<file path="src/rtl/spi_master.sv">
// SPI mode-0 byte master: one byte per cs-low window, spi_clk half-period CLK_DIV clk cycles.
// Every output comes straight from a flop so the serial pins cannot glitch.
module spi_master #(
  parameter int unsigned CLK_DIV = 4
) (
  input  logic       clk,
  input  logic       reset,
  input  logic [7:0] tx_data,
  input  logic       tx_valid,
  output logic       tx_ready,
  output logic [7:0] rx_data,
  output logic       rx_valid,
  output logic       busy,
  output logic       spi_clk,
  output logic       mosi,
  input  logic       miso,
  output logic       cs
);

  localparam logic [15:0] PH_LAST = 16'(CLK_DIV - 1);

  typedef enum logic [2:0] {IDLE, SETUP, HIGH, LOW, HOLD, GAP} state_t;

  state_t      state_q, state_d;
  logic [15:0] ph_q, ph_d;
  logic [3:0]  bit_q, bit_d;
  logic [7:0]  tx_sr_q, tx_sr_d;
  logic [7:0]  rx_sr_q, rx_sr_d;
  logic [7:0]  rx_data_q, rx_data_d;
  logic        rx_valid_q, rx_valid_d;
  logic        tx_ready_q, tx_ready_d;
  logic        busy_q, busy_d;
  logic        spi_clk_q, spi_clk_d;
  logic        cs_q, cs_d;
  logic        ph_last;

  always_ff @(posedge clk) begin
    if (reset) begin
      state_q    <= IDLE;
      ph_q       <= '0;
      bit_q      <= '0;
      tx_sr_q    <= '0;
      rx_sr_q    <= '0;
      rx_data_q  <= '0;
      rx_valid_q <= 1'b0;
      tx_ready_q <= 1'b1;
      busy_q     <= 1'b0;
      spi_clk_q  <= 1'b0;
      cs_q       <= 1'b1;
    end else begin
      state_q    <= state_d;
      ph_q       <= ph_d;
      bit_q      <= bit_d;
      tx_sr_q    <= tx_sr_d;
      rx_sr_q    <= rx_sr_d;
      rx_data_q  <= rx_data_d;
      rx_valid_q <= rx_valid_d;
      tx_ready_q <= tx_ready_d;
      busy_q     <= busy_d;
      spi_clk_q  <= spi_clk_d;
      cs_q       <= cs_d;
    end
  end

  assign ph_last = (ph_q == PH_LAST);

  always_comb begin
    state_d    = state_q;
    ph_d       = ph_last ? 16'd0 : ph_q + 16'd1;
    bit_d      = bit_q;
    tx_sr_d    = tx_sr_q;
    rx_sr_d    = rx_sr_q;
    rx_data_d  = rx_data_q;
    rx_valid_d = 1'b0;
    tx_ready_d = tx_ready_q;
    busy_d     = busy_q;
    spi_clk_d  = spi_clk_q;
    cs_d       = cs_q;
    case (state_q)
      IDLE: begin
        ph_d = '0;
        if (tx_valid && tx_ready_q) begin
          state_d    = SETUP;
          tx_sr_d    = tx_data;
          rx_sr_d    = '0;
          bit_d      = '0;
          tx_ready_d = 1'b0;
          busy_d     = 1'b1;
          cs_d       = 1'b0;
        end
      end
      SETUP, LOW: begin
        if (ph_last) begin
          state_d   = HIGH;
          spi_clk_d = 1'b1;
          rx_sr_d   = {rx_sr_q[6:0], miso};
          bit_d     = bit_q + 4'd1;
        end
      end
      HIGH: begin
        if (ph_last) begin
          spi_clk_d = 1'b0;
          if (bit_q < 4'd8) begin
            state_d = LOW;
            tx_sr_d = {tx_sr_q[6:0], 1'b0};
          end else begin
            // clearing the shifter parks mosi low for HOLD, GAP and IDLE
            state_d = HOLD;
            tx_sr_d = '0;
          end
        end
      end
      HOLD: begin
        if (ph_last) begin
          state_d    = GAP;
          cs_d       = 1'b1;
          rx_data_d  = rx_sr_q;
          rx_valid_d = 1'b1;
        end
      end
      GAP: begin
        if (ph_last) begin
          state_d    = IDLE;
          tx_ready_d = 1'b1;
          busy_d     = 1'b0;
        end
      end
      default: begin
        state_d    = IDLE;
        ph_d       = '0;
        tx_ready_d = 1'b1;
        busy_d     = 1'b0;
        spi_clk_d  = 1'b0;
        cs_d       = 1'b1;
      end
    endcase
  end

  assign tx_ready = tx_ready_q;
  assign rx_data  = rx_data_q;
  assign rx_valid = rx_valid_q;
  assign busy     = busy_q;
  assign spi_clk  = spi_clk_q;
  assign mosi     = tx_sr_q[7];
  assign cs       = cs_q;

endmodule
</file>
<file path="config.mk">
export PLATFORM = sky130hd
export DESIGN_NAME = spi_master
export DESIGN_NICKNAME = d
export VERILOG_FILES = /design/src/rtl/spi_master.sv
export SDC_FILE = /design/constraint.sdc
export NUM_CORES = 1
export LEC_CHECK = 0
export BUFFER_PORTS_ARGS = -buffer_cell sky130_fd_sc_hd__buf_4
export CORE_UTILIZATION = 58
export DETAILED_ROUTE_END_ITERATION = 10
export GPL_TIMING_DRIVEN = 0
export HOLD_SLACK_MARGIN = 0.03
export PLACE_DENSITY = 0.78
export SYNTH_ARGS = -nofsm -noshare
export SYNTH_HDL_FRONTEND = slang
export SYNTH_SLANG_ARGS = --single-unit
</file>
<file path="constraint.sdc">
create_clock -name clk -period 2.41 [get_ports clk]
set_input_delay 0.241 -clock clk [delete_from_list [all_inputs] [get_ports clk]]
set_output_delay 0.241 -clock clk [all_outputs]
set_load 0.01 [all_outputs]
</file>
---- Word-level counts from Yosys, hierarchy flattened ----
Cells that the tools add are included.
word-level totals
  flip-flop bits (word level) ............. 52
cells by class
  multiplexer cells ....................... 26
  $lt $le $gt $ge ......................... 1
  bitwise logic cells ..................... 5
  eq/ne operators ......................... 11
  reductions and logical operators ........ 18
  $add $sub $neg .......................... 2
operators with widths
  operator                                         number
  2-to-1 mux 8 bit                                 5
  case mux 8 bit (2 select lines)                  2
  2-to-1 mux 3 bit                                 6
  adder 16 x 1 -> 16 bit (second input constant)   1
  == test 16 x 2 -> 1 bit (second input constant)  1
  case mux 3 bit (5 select lines)                  1
  AND reduction 3 bit                              5
  case mux 1 bit (3 select lines)                  4
  inequality test 2 bit (second input constant)    5
  2-to-1 mux 4 bit                                 2
  case mux 4 bit (2 select lines)                  1
  OR reduction 4 bit                               2
  == test 3 x 2 -> 1 bit (second input constant)   2
  == test 3 bit (second input constant)            2
  OR reduction 3 bit                               2
  2-to-1 mux 1 bit                                 5
  inverter 1 bit                                   5
  AND reduction 5 bit                              1
  OR reduction 5 bit                               1
  adder 4 x 1 -> 4 bit (second input constant)     1
  < comparator 4 bit (second input constant)       1
  nonzero test 2 bit                               2
  OR reduction 2 bit                               2
  == test 3 x 1 -> 1 bit (second input constant)   1
  other kinds (3)                                  3

---- Longest topological paths before layout ----
  depth after elaboration ................. 4
  depth in mapped cells ................... 8
  depth with buffers taken out ............ 5

---- Least setup slack after synthesis ----
Ideal clock, no wire load.
  path type ............................... register -> register
  from .................................... reg ph_q[0]
  to ...................................... reg ph_q[11]
  cell stages (with the launch flop) ...... 9
  data required time ...................... 2.346 ns
  path slack .............................. 0.657 ns
  data arrival time ....................... 1.689 ns
  clock period less this slack ............ 1.753 ns
  cell sequence ........................... dfxtp_1 ha_1 nor4b_1 and4_1 buf_6 or3_1 buf_4 buf_6 nor2_1
between the ends
  word-level cells in the longest chain between the ends .. 2
  elaborated cells on any way between the ends .. 3
  those cells by class .................... add/sub: 1; eq/ne: 1; reduce/logical: 1
RTL lines
  element                                                         RTL line  RTL
  from (decl)                                                     25        logic [15:0] ph_q, ph_d;
  from (signal assigned)                                          52        ph_q <= ph_d;
  branches (longest 2 deep; another with adder 16 x 1 -> 16 bit)  --
Parallel ways; which one is timed is not known.
A chain may end at the register's enable or synchronous reset.

---- Final worst setup path ----
  from .................................... reg ph_q[0]
  to ...................................... reg rx_sr_q[6]
between the ends
  word-level cells in the longest chain between the ends .. 3
RTL lines
  element                          RTL line  RTL
  == test 16 x 2 -> 1 bit          65        assign ph_last = (ph_q == PH_LAST);
  inequality test 2 bit (no line)  --
  AND reduction 3 bit (no line)    --
  to (signal assigned)             55        rx_sr_q <= rx_sr_d;
  to (decl)                        28        logic [7:0] rx_sr_q, rx_sr_d;
No other way between the ends.

==> qor.yml <==
place.gp.congestion: 0.884
area_growth_syn_to_layout_pct: 14.1
avgViaCountPerCell: 6.01
ant_nets: 0
synth_ff_type: "dfxtp_1"
wire_per_inst_um: 14.9
drive_gt1_share_pct: 14.1
vias: 2223
crit_type: "reg -> reg"
mostFrequentLayoutCells: "dfxtp_1 (52), nand3_1 (29), buf_4 (26)"
syn_nets: 301
power.leakage_nw: 1.02
dp_hpwl_mm: 3.78
hold_violations: 0
status: "finished clean"
antenna_cells: 0
first_pass_iters: 4
h-tree-depth: 2
crit_arrival_ns: 2.24
min_path_cells: 3
crit_slowest_cell: "nor4b_1"
period_needed_ns: 2.06
ios: 26
worstRegToRegCells: 7
path_buf_inv: 2
core_um2: 4030
yosys_warnings: 0
cp-start-kind: "flop"
synth_top_cell_by_area: "dfxtp_1"
power.density_nw_per_um2: 770
maxSlewHeadroom_pct: 34.2
finalWirelength_mm: 5.50
fin_util_pct: 69.0
cp_num_cells: 7
crit_fanout: 10
syn_inst: 287
clkLatencyLatePin_ns: 0.30
clkPwrFrac_pct: 23.7
peakVddDrop_v: 0.000585
crit_path_end_kind: "flop"
holdCritPathClass: "in -> reg"
track_usage_pct: 26.6
ys_types: 42
hold_ws_ns: 0.198
final_common_cell: "dfxtp_1"
cts_root_buf: "clkbuf_8"
grt_pass1_wl_mm: 8.97
synth_seq_area_share_pct: 42.7
synth_edf_count: 0
cts_buffers: 5
dieHeight_um: 66.8
async_flop_share_pct: 0
worst_pin_slew_ns: 0.979
clock-sinks: 52
seq_power_share_pct: 45.6
grt_max_degree: 16
ys_seq_elements: 52
max_freq_mhz: 485
synthesis.area_um2: 2440
clk_path_buf_depth: 2
nets: 333
p_comb_share_pct: 30.7
die_w_um: 66.8
route.detailed.drc: 0
synth_top_area_share_pct: 42.7
critPathTopFamily: "simple AND/OR/NAND/NOR gates"
start_util_pct: 60.5
cts_tree: "built"
p_switching_uw: 735
cp.required_ns: 2.59
slew_violations: 0
setup_violations: 0
grt_pass1_vias: 2011
switching_share_pct: 34.4
placementRows: 23
syn_area_per_cell_um2: 8.49
drv_cap: 0
postCtsResizedCells: 0
port_buffers: 24
tns_ns: 0
crit_path_cell_trace: "ha_1 -> nor4b_1 -> nand4_1 -> buf_4 -> clkbuf_1 -> o211ai_1 -> a21oi_1"
rsz0062_at_grt: "false"
finClkSkew_ns: 0.00824
synthTopCellsByArea: "dfxtp_1 (43%), nand3_1 (6.0%), a21oi_1 (4.9%)"
antenna_found_initial: 0
max_stage_delay_ns: 0.40
fin_crit_sh_pct: 85.6
clkTransAtPathRegs_ns: 0.09
grt.overflow.total: 0
drtIter0Drc: 117
internal-power_mw: 1.41
fp.dieArea_um2: 4470
-- metrics by stage --
stage | instances | cell area [um^2] | setup WS [ns] | power, mW
6_report | 370 | 2780 | 0.347 | 2.14
3_5_place_dp | 361 | 2680 | 0.124 | 1.64
5_1_grt | 370 | 2780 | 0.219 | 2.26
3_3_place_gp | 361 | 2680 | 0.165 | 1.63
4_1_cts | 369 | 2770 | 0.109 | 2.14
2_1_floorplan | 287 | 2440 | 0.657 | 1.46
-- metal layers --
metal  part of all wire [%]  vias to the layer above  track usage (%)
li1                       -                     1116                -
met1                     47                     1057             32.8
met2                     48                       43             44.9
met3                    3.6                        7             4.28
met4                    1.4                        0             12.2
met5                      0                        -                0
-- kinds of logic after synthesis --
group,share of synthesized area (%)
muxes,3.80
buffers and inverters,6.42
AOI/OAI and AO/OA,20.9
and+or+nand+nor,20.4
xor gates and xnor gates,4.67
DFF,42.7
adders and majority gates,1.03
-- tightest hold or removal path, delay by kind of cell --
| kind | cells | cell delay, ns |
|---|---|---|
| buf+inv | 1 | 0.11 |
| compound gates | 1 | 0.05 |
| simple gates | 1 | 0.06 |
-- flip-flops by register name, indices dropped and copies added, names as in the netlist --
name and cells:
bit_q 4, busy 1, cs 1, ph_q 16, rx_data 8, rx_sr_q 8
rx_valid 1, spi_clk 1, state_q 3, tx_ready 1, tx_sr_q 8
-- layout make-up --
cell class	instances	area, um^2
Timing Repair Buffer	25	188
Buffer	22	108
Multi-Input combinational cell	200	1240
Clock buffer	7	86.3
Inverter	13	48.8
Fill cell	349	1250
Clock inverter	1	7.51
Tap cell	50	62.6
Sequential cell	52	1040
-- cell usage after synthesis, types with 2 or more instances --
library cell,instances
ha_1,2
a221oi_1,7
nor3_1,8
o2111ai_1,3
and3_1,2
o211ai_1,10
and4_1,4
nand3_1,29
o31ai_1,7
xnor2_1,6
nand2_1,13
or3_1,2
a22oi_1,2
inv_1,13
nor4b_1,2
nand4_1,6
mux2i_1,7
a21oi_1,24
nor2_1,21
dfxtp_1,52
o21ai_0,20
mux2_2,2
xor2_1,7
clkbuf_1,14
buf_2,4
nor4_1,3
buf_6,2
-- timing repair --
item                                    4_1_cts  5_1_grt
endpoints found under the setup margin        0       26
setup buffers                                 0        1
hold buffers                                  0        0
-- power by group through the flow --
stage | clock [mW] | combinational [mW] | sequential [mW]
6_report | 0.506 | 0.658 | 0.976
5_1_grt | 0.550 | 0.724 | 0.986
4_1_cts | 0.519 | 0.648 | 0.976
3_5_place_dp | 0 | 0.644 | 0.997
3_3_place_gp | 0 | 0.636 | 0.993
2_1_floorplan | 0 | 0.461 | 0.996
-- path summary, 6_finish.rpt --
path / endpoint / slack, ns / start
worst max-delay path: rx_sr_q[6] / 0.35 / ph_q[0]
worst min-delay path: rx_sr_q[0] / 0.20 / miso
worst max register to register: rx_sr_q[6] / 0.35 / ph_q[0]
worst min register to register: spi_clk / 0.46 / spi_clk
Note: power is estimated with default switching activity, not from simulation.
